==> src/rtl/mldsa_params_pkg.sv <==
// Shared ML-DSA parameters and the power2round stream FSM state type.
// Contents: modulus, dropped-bit count, coefficient and output field widths,
// polynomial length, and the p2r_state_e state encoding.
package mldsa_params_pkg;

    localparam int          REG_SIZE    = 23;
    localparam logic [22:0] MLDSA_Q     = 23'd8380417;  // inputs must already be < q
    localparam int          MLDSA_D     = 13;
    localparam int          T1_WIDTH    = 10;
    localparam int          T0_WIDTH    = 13;
    localparam int          POLY_COEFFS = 256;

    typedef enum logic [1:0] {
        IDLE  = 2'd0,
        RUN   = 2'd1,
        FLUSH = 2'd2,
        DONE  = 2'd3
    } p2r_state_e;

endpackage

==> src/rtl/power2round_core.sv <==
// Combinational power2round split of one coefficient r < q.
// Ports:
//   r   in  REG_SIZE  coefficient
//   r1  out T1_WIDTH  high part, (r + 2^(d-1) - 1) >> d
//   r0  out MLDSA_D   low part r - r1*2^d, two's complement in [-4095, 4096]
module power2round_core
    import mldsa_params_pkg::*;
(
    input  logic [REG_SIZE-1:0] r,
    output logic [T1_WIDTH-1:0] r1,
    output logic [MLDSA_D-1:0]  r0
);

    localparam logic [REG_SIZE-1:0] ROUND = REG_SIZE'((1 << (MLDSA_D - 1)) - 1);

    // r + 4095 stays below 2^23 for every r < q, so no carry is lost.
    assign r1 = T1_WIDTH'((r + ROUND) >> MLDSA_D);
    // Only the low d bits survive; r0 = 4096 wraps to 13'h1000, which the
    // t0 encoding treats correctly modulo 2^13.
    assign r0 = MLDSA_D'(r - {r1, {MLDSA_D{1'b0}}});

endmodule

==> src/rtl/power2round_pack_stream.sv <==
// Streaming power2round for ML-DSA KeyGen: takes t coefficients four per
// beat, emits packed t1 (10 bit) and encoded t0 ((2^12 - r0) mod 2^13) beats.
// Ports:
//   clk, reset (async, active high), zeroize (sync clear)
//   start              begins a run from IDLE
//   in_valid/in_ready  input handshake, in_data coefficient i at [24i+22:24i]
//   out_valid/out_ready output handshake
//   t1_data, t0_data   packed per-coefficient results
//   out_last, out_poly last beat of polynomial / polynomial index
//   busy               RUN or FLUSH
//   done               one-cycle pulse after the final output handshake
module power2round_pack_stream
    import mldsa_params_pkg::*;
#(
    parameter int COEFF_PER_BEAT = 4,
    parameter int NUM_POLY       = 8
) (
    input  logic                               clk,
    input  logic                               reset,
    input  logic                               zeroize,
    input  logic                               start,
    input  logic                               in_valid,
    output logic                               in_ready,
    input  logic [COEFF_PER_BEAT*24-1:0]       in_data,
    output logic                               out_valid,
    input  logic                               out_ready,
    output logic [COEFF_PER_BEAT*T1_WIDTH-1:0] t1_data,
    output logic [COEFF_PER_BEAT*T0_WIDTH-1:0] t0_data,
    output logic                               out_last,
    output logic [$clog2(NUM_POLY)-1:0]        out_poly,
    output logic                               busy,
    output logic                               done
);

    localparam int                PW        = $clog2(NUM_POLY);
    localparam logic [5:0]        LAST_BEAT = 6'(POLY_COEFFS / COEFF_PER_BEAT - 1);
    localparam logic [PW-1:0]     LAST_POLY = PW'(NUM_POLY - 1);
    localparam logic [T0_WIDTH-1:0] T0_BIAS = T0_WIDTH'(1 << (MLDSA_D - 1));

    p2r_state_e    state, state_next;
    logic [5:0]    beat_cnt;
    logic [PW-1:0] poly_cnt;
    logic          accept;
    logic          beat_wrap;
    logic          final_beat;

    logic [COEFF_PER_BEAT*T1_WIDTH-1:0] t1_next;
    logic [COEFF_PER_BEAT*T0_WIDTH-1:0] t0_next;
    logic [COEFF_PER_BEAT-1:0]          pad_unused;

    // Single output register with full throughput: refill in the same cycle
    // the downstream drains it.
    assign in_ready   = (state == RUN) & (!out_valid | out_ready);
    assign accept     = in_valid & in_ready;
    assign beat_wrap  = (beat_cnt == LAST_BEAT);
    assign final_beat = accept & beat_wrap & (poly_cnt == LAST_POLY);

    for (genvar i = 0; i < COEFF_PER_BEAT; i++) begin : g_lane
        logic [T1_WIDTH-1:0] r1;
        logic [MLDSA_D-1:0]  r0;

        power2round_core u_core (
            .r  (in_data[24*i +: REG_SIZE]),
            .r1 (r1),
            .r0 (r0)
        );

        assign t1_next[T1_WIDTH*i +: T1_WIDTH] = r1;
        assign t0_next[T0_WIDTH*i +: T0_WIDTH] = T0_BIAS - r0;
        assign pad_unused[i] = in_data[24*i + 23];  // padding bit, ignored
    end

    always_comb begin
        state_next = state;
        busy       = 1'b0;
        done       = 1'b0;
        case (state)
            IDLE:  if (start) state_next = RUN;
            RUN: begin
                busy = 1'b1;
                if (final_beat) state_next = FLUSH;
            end
            FLUSH: begin
                busy = 1'b1;
                if (!out_valid | out_ready) state_next = DONE;
            end
            DONE: begin
                done       = 1'b1;
                state_next = IDLE;
            end
            default: state_next = IDLE;
        endcase
    end

    always_ff @(posedge clk or posedge reset) begin
        if (reset)        state <= IDLE;
        else if (zeroize) state <= IDLE;
        else              state <= state_next;
    end

    always_ff @(posedge clk or posedge reset) begin
        if (reset) begin
            beat_cnt <= '0;
            poly_cnt <= '0;
        end else if (zeroize || (state == IDLE && start)) begin
            beat_cnt <= '0;
            poly_cnt <= '0;
        end else if (accept) begin
            beat_cnt <= beat_wrap ? 6'd0 : beat_cnt + 6'd1;
            if (beat_wrap)
                poly_cnt <= (poly_cnt == LAST_POLY) ? '0 : poly_cnt + 1'b1;
        end
    end

    always_ff @(posedge clk or posedge reset) begin
        if (reset) begin
            out_valid <= 1'b0;
            t1_data   <= '0;
            t0_data   <= '0;
            out_last  <= 1'b0;
            out_poly  <= '0;
        end else if (zeroize) begin
            out_valid <= 1'b0;
            t1_data   <= '0;
            t0_data   <= '0;
            out_last  <= 1'b0;
            out_poly  <= '0;
        end else if (accept) begin
            out_valid <= 1'b1;
            t1_data   <= t1_next;
            t0_data   <= t0_next;
            out_last  <= beat_wrap;
            out_poly  <= poly_cnt;
        end else if (out_ready) begin
            out_valid <= 1'b0;
        end
    end

endmodule

==> config.mk <==
export PLATFORM = sky130hd
export DESIGN_NAME = power2round_pack_stream
export DESIGN_NICKNAME = d
export VERILOG_FILES = /design/src/rtl/mldsa_params_pkg.sv /design/src/rtl/power2round_core.sv /design/src/rtl/power2round_pack_stream.sv
export SDC_FILE = /design/constraint.sdc
export NUM_CORES = 1
export LEC_CHECK = 0
export ABC_AREA = 1
export CAP_MARGIN = 20
export CORE_ASPECT_RATIO = 1.5
export CORE_MARGIN = 8
export CORE_UTILIZATION = 30
export DETAILED_ROUTE_END_ITERATION = 10
export PLACE_DENSITY = 0.62
export SYNTH_ARGS = -nofsm -noshare
export SYNTH_HDL_FRONTEND = slang
export SYNTH_SLANG_ARGS = --single-unit
==> constraint.sdc <==
create_clock -name clk -period 3.85 [get_ports clk]
set_input_delay 0.385 -clock clk [delete_from_list [all_inputs] [get_ports clk]]
set_output_delay 0.385 -clock clk [all_outputs]
set_load 0.01 [all_outputs]
==> impl_metrics.py, run 1 <==
metrics = {
    "outcome": {
        "status": "finished clean",
    },
    "yosys": {
        "synth_cell_types": 33,
        "yosysWarningCount": 0,
        "synthArstFlopShare_pct": 100,
        "syn_inst": 917,
        "synth_ff_type": "dfrtp_1",
        "netlist_area_mm2": 0.00642,
        "synth_enable_flop_cells": 0,
        "synth_nets": 1031,
        "seq_area_frac_synth_pct": 42.1,
        "syn_area_per_cell_um2": 7.01,
        "synth-seq-cells": 108,
    },
    "route": {
        "vias": 6427,
        "drc": 0,
        "wirelength_um": 20700,
        "drt-initial-drc-count": 303,
        "postRouteAntennaNets": 0,
        "dr.pass1.iters": 5,
        "drt-vias-per-instance": 4.65,
        "detail_route.wl_per_cell_um": 15.0,
    },
    "sta": {
        "fin_skew_ns": 0.0110,
        "tns_ns": 0,
        "period_share_pct": 59.6,
        "fin_crit_ns": 2.30,
        "worstMarginPinSlew_ns": 0.774,
        "rsz0062_at_grt": "no",
        "setup_viol": 0,
        "final.setup.worst_slack_ns": 1.55,
        "max_freq_ghz": 0.436,
        "maxSlewHeadroom_pct": 48.3,
        "finalMaxSlewViolations": 0,
        "hold_viol_final": 0,
    },
    "place": {
        "place.gp.congestion": 0.860,
        "numPortBuffers": 197,
        "dp_slack_ns": 1.33,
        "dpl.hpwl_um": 15900,
    },
    "global_routing": {
        "grt_use_total_pct": 15.8,
        "grt_pass1_wl_um": 33200,
        "overflow": 0,
        "grt_start_max_net_pins": 71,
        "antenna_found_initial": 1,
        "grt_pass1_vias": 6390,
    },
    "clock_tree": {
        "cts_root_buf": "clkbuf_16",
        "clock_latency_ns": 0.35,
        "clkSinkCount": 108,
        "postCtsSetupRepairBufs": 0,
        "postCtsHoldBufs": 0,
        "clk_pin_slew_worst_paths_ns": 0.08,
        "h-tree-depth": 3,
        "cts_resized": 0,
        "tritoncts": "done",
        "cts_buffers": 9,
        "clock_path_buffers": 2,
    },
    "setup_path": {
        "endpoint_kind": "register",
        "critical_path_class": "reg -> reg",
        "critPathArrivalTime_ns": 2.58,
        "crit_required_ns": 4.13,
        "critPathLaunchType": "register",
        "worst-path-max-fanout": 40,
    },
    "floorplan": {
        "coreArea_mm2": 0.0211,
        "fp.dieH_um": 195,
        "io_pins": 202,
        "die_width_um": 135,
        "die_area_mm2": 0.0264,
        "start_util_pct": 30.5,
        "rows": 65,
    },
    "cells_and_area": {
        "drive_above_1_share_pct": 3.42,
        "syn2layout_area_growth_pct": 38.8,
        "nFillCells": 2145,
        "nets": 1221,
    },
    "power_and_ir_drop": {
        "powerDensity_mw_per_mm2": 366,
        "peakVddDrop_mv": 0.180,
        "p_sw_uw": 1070,
        "pwr-share-comb_pct": 31.7,
        "p_leak_uw": 0.00419,
        "clkPwrFrac_pct": 27.0,
        "internal-power_uw": 2190,
        "p_seq_share_pct": 41.4,
        "p_sw_share_pct": 32.9,
    },
    "worst_hold_path": {
        "worstHoldPathType": "in -> async",
    },
    "job": {
        "drv_cap": 0,
    },
}
[layout by cell type, fill, tap and decap left out, types with 6 or more instances in the layout]
cell / instances
o21ai_0: 53
nand3_1: 82
xor2_1: 8
dfrtp_1: 108
nor2_1: 100
a21oi_1: 28
nand4_1: 21
clkdlybuf4s50_1: 197
nand2_1: 301
clkbuf_16: 9
inv_1: 105
o21ai_1: 31
ha_1: 12
o21bai_1: 6
[critical path: stages (launching register included)]
cell	delay [ns]
dfrtp_1	0.40
inv_1	0.11
ha_1	0.22
inv_2	0.06
nor2_4	0.14
nand2_4	0.11
nor2_8	0.33
buf_4	0.52
o21ai_0	0.17
o21ai_1	0.14
[state kept, by name (all words and copies together), names as in the netlist]
name / flops
out_valid: 1
poly_cnt: 3
beat_cnt: 6
out_poly: 3
t0_data: 52
t1_data: 40
out_last: 1
state: 2
[power by group through the flow]
stage / registers (uW) / logic, uW / clock network, uW
final: 1350 / 1030 / 880
after global routing: 1370 / 1150 / 956
after CTS: 1350 / 1060 / 914
after detailed placement: 1370 / 1050 / 0
after global placement: 1370 / 1040 / 0
after floorplan: 1420 / 450 / 0
[final timing paths]
kind                       cells past startpoint        start  slack (ns)           to
setup reg to reg                               9     state[1]        1.55  t0_data[20]
setup / recovery                               9     state[1]        1.55  t0_data[20]
min in group clk                               2  t1_data[35]        0.48  t1_data[35]
hold reg to reg                                2  t1_data[35]        0.48  t1_data[35]
max in group asynchronous                      3        reset        2.62  t0_data[37]
hold / removal                                 2        reset        0.44   t0_data[0]
[final cells by class]
cell class	instances	area [um^2]	area share [%]
clock inverter	5	37.5	0.421
multi-input combinational	677	3170	35.5
sequential	108	2700	30.3
inverter	111	420	4.72
tap	268	335	3.76
clock buffer	11	233	2.61
timing repair buffer	200	2020	22.6
antenna	1	2.50	0.0281
[synth_stat cells, types with 2 or more instances]
| cell | count | area share, % |
|---|---|---|
| nand2_1 | 301 | 18 |
| dfrtp_1 | 108 | 42 |
| inv_1 | 106 | 6.2 |
| nor2_1 | 100 | 5.8 |
| nand3_1 | 82 | 6.4 |
| o21ai_0 | 53 | 4.1 |
| o21ai_1 | 31 | 2.4 |
| a21oi_1 | 28 | 2.2 |
| nand4_1 | 21 | 2.0 |
| buf_2 | 15 | 1.2 |
| ha_1 | 12 | 2.3 |
| xor2_1 | 8 | 1.1 |
| o21bai_1 | 6 | 0.70 |
| buf_6 | 5 | 0.88 |
| inv_2 | 5 | 0.29 |
| xnor2_1 | 5 | 0.68 |
| a22o_1 | 4 | 0.55 |
| nor3_1 | 4 | 0.31 |
| nand2_2 | 3 | 0.29 |
| a21oi_2 | 2 | 0.27 |
| and2_1 | 2 | 0.19 |
| nand3_2 | 2 | 0.31 |
| nor2_2 | 2 | 0.19 |
| nor2_4 | 2 | 0.35 |
| nor3b_1 | 2 | 0.23 |
[per-stage QoR]
stage / hold WS, ns / cells / utilization [%] / power (uW) / cell area (um^2)
floorplan: 0.456 / 917 / - / 1870 / 6420
global placement: 0.462 / 1364 / 41.0 / 2420 / 8640
detailed placement: 0.464 / 1364 / 41.0 / 2420 / 8640
CTS: 0.453 / 1380 / 42.3 / 3320 / 8910
global route: 0.475 / 1381 / 42.3 / 3470 / 8920
finish: 0.439 / 1381 / 42.3 / 3260 / 8920
[cells by family after synthesis]
logic type | Yosys count | share of synthesized area (%)
flops | 108 | 42.1
xor+xnor | 13 | 1.77
buf+inv | 132 | 8.65
simple gates | 526 | 34.7
fa+ha+maj | 12 | 2.34
compound gates | 126 | 10.5
[layer usage]
| metal | track usage, % | share of wire [%] |
|---|---|---|
| met1 | 17.6 | 41 |
| met2 | 27.8 | 51 |
| met3 | 3.91 | 5.3 |
| met4 | 6.56 | 2.9 |
| met5 | 0 | 0 |
Note: power is estimated with default switching activity, not from simulation.
==> run 2, diff against run 1 <==
- PLACE_DENSITY: 0.62 -> 0.64
- clock period: 3.85 -> 2.1 ns (I/O delays scaled with it)
==> run 2 against run 1 <==
  * Largest power group unchanged
  * Cell count increased by 1.1%
  * Utilization grew 0.99 points
  * Cell area rose by 2.3%
  * Wire length is 1.2% higher
  * Clock power increased by 87%
  * Global-route usage is 0.36 points higher
  * Critical path depth down 6
  * Via count up 2.9%
  * Non-clock buffer count increased by 16
  * Flip-flop and latch count stayed put
  * Register-to-register slack got worse by 1.3 ns
  * Sequential share of layout area is 0.69 points lower
==> impl_metrics.py, run 2 (synthesis gave the netlist of run 1 again) <==
metrics = {
    "setup_path": {
        "r2r_start": "state[1]",
        "r2r_setup_slack_ns": 0.25,
        "critPathArrivalTime_ns": 1.66,
        "rr_worst_depth": 9,
        "endpoint_kind": "output port",
        "worstReg2RegEnd": "t0_data[1]",
        "critPathLaunchType": "register",
        "worst-path-max-fanout": 4,
        "critical_path_class": "reg -> out",
        "crit_required_ns": 1.89,
    },
    "cells_and_area": {
        "regArea_mm2": 0.00270,
        "nFillCells": 2170,
        "nets": 1237,
        "multi_input_comb_area_mm2": 0.00317,
        "reg_top3": "t0_data (52), t1_data (40), beat_cnt (6)",
        "layout_common_cells": "nand2_1, clkdlybuf4s50_1, dfrtp_1",
        "final_common_cell": "nand2_1",
        "largest_reg_flops": 52,
        "syn2layout_area_growth_pct": 42.0,
        "top_register": "t0_data",
        "drive_above_1_share_pct": 4.88,
        "fin_area_mm2": 0.00912,
        "stdcell_count": 1396,
    },
    "place": {
        "numPortBuffers": 197,
        "dp_cells": 1380,
        "dpl.hpwl_um": 16400,
        "dpl_cell_area_mm2": 0.00884,
        "place.gp.congestion": 0.862,
    },
    "route": {
        "drt-initial-drc-count": 304,
        "postRouteAntennaNets": 0,
        "route.met2.wl_um": 10700,
        "dr.pass1.iters": 5,
        "drc": 0,
        "drt-vias-per-instance": 4.74,
        "m1WireLength_um": 8440,
        "vias": 6612,
        "detail_route.wl_per_cell_um": 15.0,
        "wirelength_um": 21000,
        "top_layer_used": "met4",
        "wl_met3_um": 1100,
    },
    "global_routing": {
        "grt_start_max_net_pins": 62,
        "grt_pass1_wl_um": 34200,
        "grt_use_total_pct": 16.2,
        "grt_pass1_vias": 6698,
        "overflow": 0,
        "antenna_found_initial": 1,
    },
    "floorplan": {
        "start_util_pct": 30.5,
        "io_pins": 202,
        "rows": 65,
        "coreArea_mm2": 0.0211,
        "die_width_um": 135,
        "die_area_mm2": 0.0264,
        "fp.dieH_um": 195,
    },
    "sta": {
        "finalMaxSlewViolations": 0,
        "fin_crit_ns": 1.87,
        "fin_skew_ns": 0.0118,
        "tns_ns": 0,
        "rsz0062_at_grt": "no",
        "setup_viol": 0,
        "hold_viol_final": 0,
        "worstMarginPinSlew_ns": 0.517,
        "period_share_pct": 89.2,
        "maxSlewHeadroom_pct": 65.5,
        "max_freq_ghz": 0.534,
    },
    "job": {
        "drv_cap": 0,
    },
    "clock_tree": {
        "cts_root_buf": "clkbuf_16",
        "cts_resized": 0,
        "clk_pin_slew_worst_paths_ns": 0.08,
        "clkSinkCount": 108,
        "h-tree-depth": 3,
        "clock_path_buffers": 2,
        "clock_latency_ns": 0.35,
        "postCtsHoldBufs": 0,
        "cts_buffers": 9,
        "postCtsSetupRepairBufs": 0,
        "tritoncts": "done",
    },
    "power_and_ir_drop": {
        "p_seq_share_pct": 40.8,
        "p_sw_share_pct": 32.8,
        "total_power_uw": 6070,
        "internal-power_uw": 4080,
        "pwr-share-comb_pct": 32.1,
        "p_sw_uw": 1990,
        "powerDensity_mw_per_mm2": 666,
        "p_leak_uw": 0.00431,
        "clkPwrFrac_pct": 27.1,
        "peakVddDrop_mv": 0.354,
    },
    "worst_hold_path": {
        "worstHoldPathType": "in -> async",
    },
    "outcome": {
        "status": "finished clean",
    },
}
==> run 2: worst max-delay path by stage <==
stage | end | from
after detailed placement | t0_data[44] | out_ready
after floorplan | t0_data[32] | state[1]
after CTS | in_ready | state[1]
after global routing | t1_data[29] | state[1]
final | busy | state[0]
after global placement | t0_data[44] | out_ready
==> run 2: metrics by stage <==
step | util, % | hold WS [ns] | setup WS [ns]
floorplan | - | 0.334 | 0.491
global placement | 42.0 | 0.463 | 0.129
detailed placement | 42.0 | 0.466 | 0.0955
CTS | 43.3 | 0.242 | 0.0284
global route | 43.3 | 0.270 | 0.104
finish | 43.3 | 0.241 | 0.226
==> run 2: metal layers <==
| metal | vias to the layer above | GRT usage, % |
|---|---|---|
| met5 | - | 0 |
| met4 | 0 | 7.43 |
| met3 | 34 | 3.34 |
| met2 | 167 | 28.6 |
| met1 | 3069 | 17.9 |
| li1 | 3342 | - |
==> run 2: final cells by class <==
type / count / area share [%]
Timing Repair Buffer: 216 / 24.3
Tap cell: 268 / 3.68
Sequential cell: 108 / 29.6
Clock buffer: 10 / 2.62
Multi-Input combinational cell: 677 / 34.7
Clock inverter: 5 / 0.411
Inverter: 111 / 4.65
Antenna cell: 1 / 0.0274
==> run 2: power by group through the flow <==
stage / registers (uW) / logic (uW) / clock network [uW]
finish: 2480 / 1950 / 1650
global route: 2510 / 2160 / 1780
CTS: 2480 / 1990 / 1710
detailed placement: 2520 / 1980 / 0
global placement: 2520 / 1960 / 0
floorplan: 2600 / 825 / 0
==> run 2: worst max-delay path: stages (launching register included) <==
cell             delay, ns
dfrtp_1               0.40
inv_1                 0.08
ha_1                  0.30
clkdlybuf4s50_1       0.54
==> run 3, diff against run 2 <==
- HOLD_SLACK_MARGIN: not set -> 0.05
==> results of run 3 <==
Same layout as run 2: the final DEF is identical, and so are final timing and power.
